===== src/rtl/axi_core_pkg.sv =====
// Shared types and constants for the core-to-AXI master bridge.
package axi_core_pkg;

  typedef enum logic [2:0] {
    StIdle,
    StRdAddr,
    StRdData,
    StWrReq,
    StWrResp,
    StDone
  } state_e;

  localparam logic [1:0] BURST_INCR  = 2'b01;
  localparam logic [1:0] RESP_OKAY   = 2'b00;
  localparam logic [1:0] RESP_SLVERR = 2'b10;
  localparam logic [1:0] RESP_DECERR = 2'b11;

  // AXI transfer size derived from the byte enables of a 32-bit lane group.
  function automatic logic [2:0] strb_to_size(input logic [3:0] strb);
    logic [2:0] size;
    case (strb)
      4'b1111:                            size = 3'd2;
      4'b0011, 4'b1100:                   size = 3'd1;
      4'b0001, 4'b0010, 4'b0100, 4'b1000: size = 3'd0;
      default:                            size = 3'd2;
    endcase
    return size;
  endfunction

endpackage


===== src/rtl/axi_core_master.sv =====
// Core memory port to single-beat AXI4 master, one transaction outstanding.
// Optional error counter output enabled by defining AXI_CORE_MASTER_ERRCNT_EN.
module axi_core_master
  import axi_core_pkg::*;
#(
  parameter logic [3:0]  MASTER_ID = 4'h0,
  parameter int unsigned ADDR_W    = 32,
  parameter int unsigned DATA_W    = 32,
  localparam int unsigned STRB_W   = DATA_W / 8
) (
  input  logic              ACLK,
  input  logic              ARESETn,
  // Core side
  input  logic              core_req,
  input  logic              core_we,
  input  logic [ADDR_W-1:0] core_addr,
  input  logic [1:0]        core_size,
  input  logic [DATA_W-1:0] core_wdata,
  input  logic [STRB_W-1:0] core_wstrb,
  output logic              core_stall,
  output logic              core_resp_valid,
  output logic [DATA_W-1:0] core_rdata,
  output logic              core_err,
  // Write address
  output logic [3:0]        AWID,
  output logic [ADDR_W-1:0] AWADDR,
  output logic [3:0]        AWLEN,
  output logic [2:0]        AWSIZE,
  output logic [1:0]        AWBURST,
  output logic              AWVALID,
  input  logic              AWREADY,
  // Write data
  output logic [DATA_W-1:0] WDATA,
  output logic [STRB_W-1:0] WSTRB,
  output logic              WLAST,
  output logic              WVALID,
  input  logic              WREADY,
  // Write response
  input  logic [3:0]        BID,
  input  logic [1:0]        BRESP,
  input  logic              BVALID,
  output logic              BREADY,
  // Read address
  output logic [3:0]        ARID,
  output logic [ADDR_W-1:0] ARADDR,
  output logic [3:0]        ARLEN,
  output logic [2:0]        ARSIZE,
  output logic [1:0]        ARBURST,
  output logic              ARVALID,
  input  logic              ARREADY,
  // Read data
  input  logic [3:0]        RID,
  input  logic [DATA_W-1:0] RDATA,
  input  logic [1:0]        RRESP,
  input  logic              RLAST,
  input  logic              RVALID,
  output logic              RREADY
`ifdef AXI_CORE_MASTER_ERRCNT_EN
  ,
  output logic [7:0]        err_count
`endif
);

  state_e            state_q;
  logic [ADDR_W-1:0] addr_q;
  logic              we_q;
  logic [1:0]        size_q;
  logic [DATA_W-1:0] wdata_q;
  logic [STRB_W-1:0] wstrb_q;

  logic              arvalid_q;
  logic              rready_q;
  logic              awvalid_q;
  logic              wvalid_q;
  logic              bready_q;
  logic              aw_done_q;
  logic              w_done_q;
  logic              resp_valid_q;
  logic              err_q;
  logic [DATA_W-1:0] rdata_q;

  logic aw_hs;
  logic w_hs;
  logic aw_fin;
  logic w_fin;
  logic r_err;
  logic b_err;

  assign aw_hs  = awvalid_q && AWREADY;
  assign w_hs   = wvalid_q && WREADY;
  assign aw_fin = aw_done_q || aw_hs;
  assign w_fin  = w_done_q || w_hs;

  // A mismatched ID or a missing RLAST on a single-beat read is reported as an error.
  assign r_err = (RRESP != RESP_OKAY) || !RLAST || (RID != MASTER_ID);
  assign b_err = (BRESP != RESP_OKAY) || (BID != MASTER_ID);

  always_ff @(posedge ACLK or negedge ARESETn) begin
    if (!ARESETn) begin
      state_q      <= StIdle;
      addr_q       <= '0;
      we_q         <= 1'b0;
      size_q       <= '0;
      wdata_q      <= '0;
      wstrb_q      <= '0;
      arvalid_q    <= 1'b0;
      rready_q     <= 1'b0;
      awvalid_q    <= 1'b0;
      wvalid_q     <= 1'b0;
      bready_q     <= 1'b0;
      aw_done_q    <= 1'b0;
      w_done_q     <= 1'b0;
      resp_valid_q <= 1'b0;
      err_q        <= 1'b0;
      rdata_q      <= '0;
    end else begin
      resp_valid_q <= 1'b0;
      unique case (state_q)
        StIdle: begin
          if (core_req) begin
            addr_q  <= core_addr;
            we_q    <= core_we;
            size_q  <= core_size;
            wdata_q <= core_wdata;
            wstrb_q <= core_wstrb;
            if (core_we) begin
              awvalid_q <= 1'b1;
              wvalid_q  <= 1'b1;
              aw_done_q <= 1'b0;
              w_done_q  <= 1'b0;
              state_q   <= StWrReq;
            end else begin
              arvalid_q <= 1'b1;
              state_q   <= StRdAddr;
            end
          end
        end
        StRdAddr: begin
          if (ARREADY) begin
            arvalid_q <= 1'b0;
            rready_q  <= 1'b1;
            state_q   <= StRdData;
          end
        end
        StRdData: begin
          if (RVALID) begin
            rready_q     <= 1'b0;
            rdata_q      <= (RRESP != RESP_OKAY) ? '0 : RDATA;
            err_q        <= r_err;
            resp_valid_q <= 1'b1;
            state_q      <= StDone;
          end
        end
        StWrReq: begin
          if (aw_hs) begin
            awvalid_q <= 1'b0;
            aw_done_q <= 1'b1;
          end
          if (w_hs) begin
            wvalid_q <= 1'b0;
            w_done_q <= 1'b1;
          end
          if (aw_fin && w_fin) begin
            bready_q <= 1'b1;
            state_q  <= StWrResp;
          end
        end
        StWrResp: begin
          if (BVALID) begin
            bready_q     <= 1'b0;
            rdata_q      <= '0;
            err_q        <= b_err;
            resp_valid_q <= 1'b1;
            state_q      <= StDone;
          end
        end
        StDone: begin
          state_q <= StIdle;
        end
        default: begin
          state_q <= StIdle;
        end
      endcase
    end
  end

`ifdef AXI_CORE_MASTER_ERRCNT_EN
  logic [7:0] err_count_q;

  always_ff @(posedge ACLK or negedge ARESETn) begin
    if (!ARESETn) begin
      err_count_q <= 8'h00;
    end else if (resp_valid_q && err_q && (err_count_q != 8'hFF)) begin
      err_count_q <= err_count_q + 8'h01;
    end
  end

  assign err_count = err_count_q;
`endif

  // Stall drops only in the completion cycle so a held request restarts in IDLE.
  assign core_stall      = core_req && !resp_valid_q;
  assign core_resp_valid = resp_valid_q;
  assign core_rdata      = rdata_q;
  assign core_err        = err_q;

  assign ARID    = MASTER_ID;
  assign ARADDR  = addr_q;
  assign ARLEN   = 4'd0;
  assign ARSIZE  = {1'b0, size_q};
  assign ARBURST = BURST_INCR;
  assign ARVALID = arvalid_q;
  assign RREADY  = rready_q;

  assign AWID    = MASTER_ID;
  assign AWADDR  = addr_q;
  assign AWLEN   = 4'd0;
  assign AWSIZE  = strb_to_size(wstrb_q[3:0]);
  assign AWBURST = BURST_INCR;
  assign AWVALID = awvalid_q;

  assign WDATA  = wdata_q;
  assign WSTRB  = wstrb_q;
  assign WLAST  = 1'b1;
  assign WVALID = wvalid_q;
  assign BREADY = bready_q;

  // we_q is kept for visibility of the accepted request type.
  logic unused_we;
  assign unused_we = we_q;

endmodule


===== config.mk =====
export PLATFORM = sky130hd
export DESIGN_NAME = axi_core_master
export DESIGN_NICKNAME = d
export VERILOG_FILES = /design/src/rtl/axi_core_pkg.sv /design/src/rtl/axi_core_master.sv
export SDC_FILE = /design/constraint.sdc
export NUM_CORES = 1
export LEC_CHECK = 0
export CELL_PAD_IN_SITES_DETAIL_PLACEMENT = 1
export CELL_PAD_IN_SITES_GLOBAL_PLACEMENT = 2
export CORE_ASPECT_RATIO = 1.2
export CORE_UTILIZATION = 39
export CTS_BUF_LIST = sky130_fd_sc_hd__clkbuf_16
export CTS_CLUSTER_SIZE = 25
export DETAILED_ROUTE_END_ITERATION = 8
export DONT_BUFFER_PORTS = 1
export PLACE_DENSITY_LB_ADDON = 0.1
export SETUP_SLACK_MARGIN = 0.05
export SYNTH_ARGS = -nofsm -noshare
export SYNTH_HDL_FRONTEND = slang
export SYNTH_SLANG_ARGS = --single-unit

===== constraint.sdc =====
create_clock -name ACLK -period 2.85 [get_ports ACLK]
set_clock_uncertainty 0.05 [all_clocks]
set_input_delay 0.4275 -clock ACLK [delete_from_list [all_inputs] [get_ports ACLK]]
set_output_delay 0.4275 -clock ACLK [all_outputs]
set_load 0.005 [all_outputs]

# [Word-level counts from Yosys, hierarchy flattened]
# Index checks and enable logic that the tools add are counted.
[totals] regBits=114 out_inout_bits=167 elab_cells=105 inputBits=124
[classes] reduce_logical=31 mux=40 n_eq_ne=19
[op_table] op="$mux 32" count=3
[op_table] op="$pmux 32 s2" count=1
[op_table] op="$mux 1" count=19
[op_table] op="$ne 2x2->1 const B" count=9
[op_table] op="$pmux 1 s2" count=9
[op_table] op="$mux 3" count=5
[op_table] op="$pmux 3 s5" count=1
[op_table] op="$reduce_bool 2->1" count=7
[op_table] op="$reduce_and 4->1" count=3
[op_table] op="$reduce_and 3->1" count=3
[op_table] op="$eq 4x2->1 const B" count=2
[op_table] op="$eq 4x4->1 const B" count=2
[op_table] op="$reduce_bool 4->1" count=2
[op_table] op="$eq 3x2->1 const B" count=2
[op_table] op="$logic_or 1x1->1" count=5
[op_table] op="$reduce_and 5->1" count=1
[op_table] op="$eq 4x1->1 const B" count=1
[op_table] op="$eq 4x3->1 const B" count=1
[op_table] op="$logic_and 1x1->1" count=4
[op_table] op="$pmux 2 s2" count=1
[op_table] op="$reduce_or 4->1" count=1
[op_table] op="$eq 3x1->1 const B" count=1
[op_table] op="$eq 3x3->1 const B" count=1
[op_table] op="$logic_not 3->1" count=1
[op_table] op="4 further kinds" count=5

# [Logic depth before layout (Yosys ltp)]
[depth] depth_word=5 ltp_mapped=6 ltp_nobuf=4

# [Worst setup path before layout]
# OpenSTA, ideal clock, no wires.
[synth_timing] path_kind="register -> register" from="register state_q[0]" to="register addr_q[10], in the netlist ARADDR[10]" setup_ns=0.125 required_ns=2.675 arrival_ns=1.431 n_path_buf=3 slack_ns=1.244 synth_period_minus_slack_ns=1.606 stages_incl_launch_ff=6 cell_sequence="dfrtp_1 buf_4 nor4b_4 buf_6 buf_6 mux2_2"
[synth_between] elab_chain_len=2
[synth_rtl] element="from (decl)" line_no="axi_core_master.sv:64" rtl="state_e state_q;"
[synth_rtl] element="from (signal assigned)" line_no="axi_core_master.sv:100" rtl="state_q <= StIdle;"
[synth_rtl] element="from (signal assigned)" line_no="axi_core_master.sv:131" rtl="state_q <= StWrReq;"
[synth_rtl] element="from (signal assigned)" line_no="axi_core_master.sv:134" rtl="state_q <= StRdAddr;"
[synth_rtl] element="$logic_not 3->1" line_no="axi_core_master.sv:118" rtl="unique case (state_q)"
[synth_rtl] element="$reduce_and 2->1 (no source line)"
[synth_rtl] element="to (signal assigned)" line_no="axi_core_master.sv:121" rtl="addr_q <= core_addr;"
[synth_rtl] element="to (decl)" line_no="axi_core_master.sv:65" rtl="logic [ADDR_W-1:0] addr_q;"
# Every way passes these cells.
# A chain may end at the register's enable or synchronous reset.

# [Worst setup path in the final report]
[layout_timing] from="register state_q[1]" to="register wdata_q[11], in the netlist WDATA[11]"
[layout_between] elab_chain_len=2
[layout_rtl] element="$logic_not 3->1" line_no="axi_core_master.sv:118"
[layout_rtl] element="$reduce_and 2->1 (no source line)"
[layout_rtl] element="to (signal assigned)" line_no="axi_core_master.sv:124" rtl="wdata_q <= core_wdata;"
[layout_rtl] element="to (decl)" line_no="axi_core_master.sv:68" rtl="logic [DATA_W-1:0] wdata_q;"
# Every way passes these cells.

==> results.yml <==
status:
  status: "complete, but fails checks"
  violations: "hold timing"
logic_synthesis:
  synth_top_area_cell: "dfrtp_1"
  synth_cells: 416
  synth-main-ff-cell: "dfrtp_1"
  ys_seq_elements: 114
  synth_seq_area_share_pct: 57.3
  synth.most_common_cell: "dfrtp_1"
  synth_area_leaders: "dfrtp_1 (57%), mux2_2 (16%), buf_4 (8.4%)"
  synth_warnings: 0
  synth_area_sq_um: 4980
  synth_edf_count: 0
  ys_async_sr_fraction_pct: 100
  synth_area_per_cell_sq_um: 12.0
  synthDominantCellAreaShare_pct: 57.3
  netlist_top_cells_count: "dfrtp_1 (114), nand2_1 (72), mux2_2 (71), buf_4 (56), o21ai_1 (20)"
  synthDistinctLibCells: 31
sta:
  fin_tns_setup_ns: 0
  setup_viol: 0
  fmax_mhz: 497
  finalCriticalPeriod_ns: 2.01
  slew_viol_final: 0
  grt_setup_unrepaired: "false"
  fin_crit_sh_pct: 70.5
  relSlewSlack_pct: 63.2
  holdWs_ns: -0.334
  hold_violations: 114
  tightest_slew_ns: 0.552
clock_tree:
  cts_sinks: 114
  clkSlewWorstSetupHoldPaths_ns: 0.06
  numCtsBuffers: 17
  clockBufferDepth: 2
  post_cts_buffers: 0
  cts-resized-gates: 0
  cts_tree: "done"
  htree_num_levels: 4
  insertion_delay_ns: 0.40
  root_buffer: "clkbuf_16"
critical_path:
  crit_buf_inv: 1
  crit_path_end_kind: "register"
  r2r-end: "WDATA[11]"
  crit_fanout: 43
  cp.arrival_ns: 2.24
  cpMaxStageDelayCell: "dfrtp_1"
  reg2reg_depth: 3
  max_stage_delay_ns: 0.53
  r2r_start: "state_q[1]"
  r2r_setup_slack_ns: 0.84
  cp_top_family: "flip-flops"
  cp.required_ns: 3.08
  criticalPathCategory: "register to register"
  crit_chain: "nor4b_4 > buf_4 > mux2_2"
  start_kind: "register"
grt:
  antenna_found_initial: 0
  overflow: 0
  grt_pass1_vias: 3058
  grt_max_degree: 115
  grt_pass1_wl_um: 17500
  grtUsageTotal_pct: 17.7
power:
  p_sw_mw: 2.19
  irDropWorstVdd_mv: 0.357
  powerDensity_nw_per_um2: 1280
  seqPwrFrac_pct: 48.5
  clock_power_share_pct: 32.1
  switching_share_pct: 32.0
  p_leak_nw: 2.32
  combPwrFrac_pct: 19.4
  p_int_mw: 4.65
  finalPower_mw: 6.83
floorplanning:
  die_y_um: 126
  fp.dieArea_sq_um: 13200
  core-area_sq_um: 12300
  die_x_um: 105
  start_util_pct: 40.5
  rows: 44
  top_level_ports: 291
routing:
  via_per_inst: 5.02
  wl_per_cell_um: 20.0
  num_vias: 2812
  wl_um: 11200
  first_pass_iters: 4
  drc: 0
  ant_nets: 0
  drt-initial-drc-count: 90
cells_and_area:
  fin_nets: 510
  diodes: 0
  drive_above_1_share_pct: 27.8
  syn2layout_area_growth_pct: 7.62
  fill_cells: 1302
place:
  dp_hpwl_um: 8150
  gp_congestion: 0.689
  port_buffers: 0
worst_hold_path:
  worstHoldPathType: "input port to asynchronous set/reset pin"
run:
  cap_violations: 0
how the worst max path moves through the flow:
stage / from / to / slack, ns / cells past startpoint
after floorplan: state_q[0] / ARADDR[10] / 1.24 / 5
after global placement: state_q[1] / WDATA[15] / 0.89 / 3
after detailed placement: state_q[1] / ARADDR[25] / 0.83 / 3
after CTS: state_q[1] / WSTRB[2] / 0.82 / 3
after global routing: state_q[1] / WDATA[12] / 0.73 / 3
final: state_q[1] / WDATA[11] / 0.84 / 3
worst register-to-register path, cell delays in order (launching register included):
cell	delay (ns)
dfrtp_1	0.53
nor4b_4	0.36
buf_4	0.50
mux2_2	0.45
routing by layer:
| metal | part of all wire, % | GRT usage (%) |
|---|---|---|
| met4 | 2.0 | 7.46 |
| met5 | 0 | 0 |
| met3 | 12 | 9.06 |
| met1 | 34 | 17.8 |
| met2 | 52 | 30.6 |
power by group through the flow:
stage / logic [mW] / clock network, mW / registers, mW
2_1_floorplan: 1.63 / 0 / 3.00
3_3_place_gp: 1.27 / 0 / 3.36
3_5_place_dp: 1.36 / 0 / 3.37
4_1_cts: 1.35 / 2.24 / 3.35
5_1_grt: 1.51 / 2.31 / 3.47
6_report: 1.33 / 2.19 / 3.32
cell families (layout without fill, tap and decap cells):
kind of cell / after synthesis / after routing / synth area share (%)
AND/OR/NAND/NOR: 94 / 94 / 8.47
buffers and inverters: 78 / 40 / 11.5
flip-flops: 114 / 114 / 57.3
multiplexers: 71 / 71 / 16.1
AO/OA/AOI/OAI: 56 / 56 / 6.29
XOR/XNOR: 1 / 1 / 0.176
other: 2 / 23 / 0.151
cell usage in the layout, fill, tap and decap left out, types with 2 or more instances in the layout:
master        n
a21oi_1       7
a31oi_1       3
a32o_1        2
buf_4         5
bufinv_16     4
clkbuf_16    17
clkinv_1      2
clkinv_2      2
clkinv_4      2
clkinvlp_4    3
conb_1       23
dfrtp_1     114
inv_1         4
mux2_2       71
nand2_1      72
nand3_1       2
nand3b_1      3
nor2_1        7
nor2b_1       2
nor4_1        2
o21ai_0      18
o21ai_1      20
stage by stage:
stage / area (sq um) / cells / hold slack, ns / utilization [%] / setup WS, ns
after global routing: 5360 / 560 / -0.357 / 43.6 / 0.735
after CTS: 5360 / 560 / -0.350 / 43.6 / 0.819
after detailed placement: 4740 / 528 / 0.0846 / 38.6 / 0.832
after global placement: 4740 / 528 / 0.0840 / 38.6 / 0.889
after floorplan: 5050 / 437 / 0.0819 / - / 1.24
final: 5360 / 560 / -0.334 / 43.6 / 0.840
registers in the layout, indices dropped and copies added, names as in the netlist, 2 cells and up:
| signal | flops |
|---|---|
| ARADDR | 32 |
| size_q | 2 |
| state_q | 3 |
| core_rdata | 32 |
| WSTRB | 4 |
| WDATA | 32 |
layout make-up:
cell class	count	area, sq um	share of cell area, %
clock buffers	17	425	7.94
clock inverters	15	190	3.55
inverters	3	11.3	0.210
multi-input cells	245	1640	30.6
flip-flops and latches	114	2850	53.3
well taps	161	201	3.76
repair buffers	5	37.5	0.701
No activity file was read; power rests on OpenSTA's default activity.
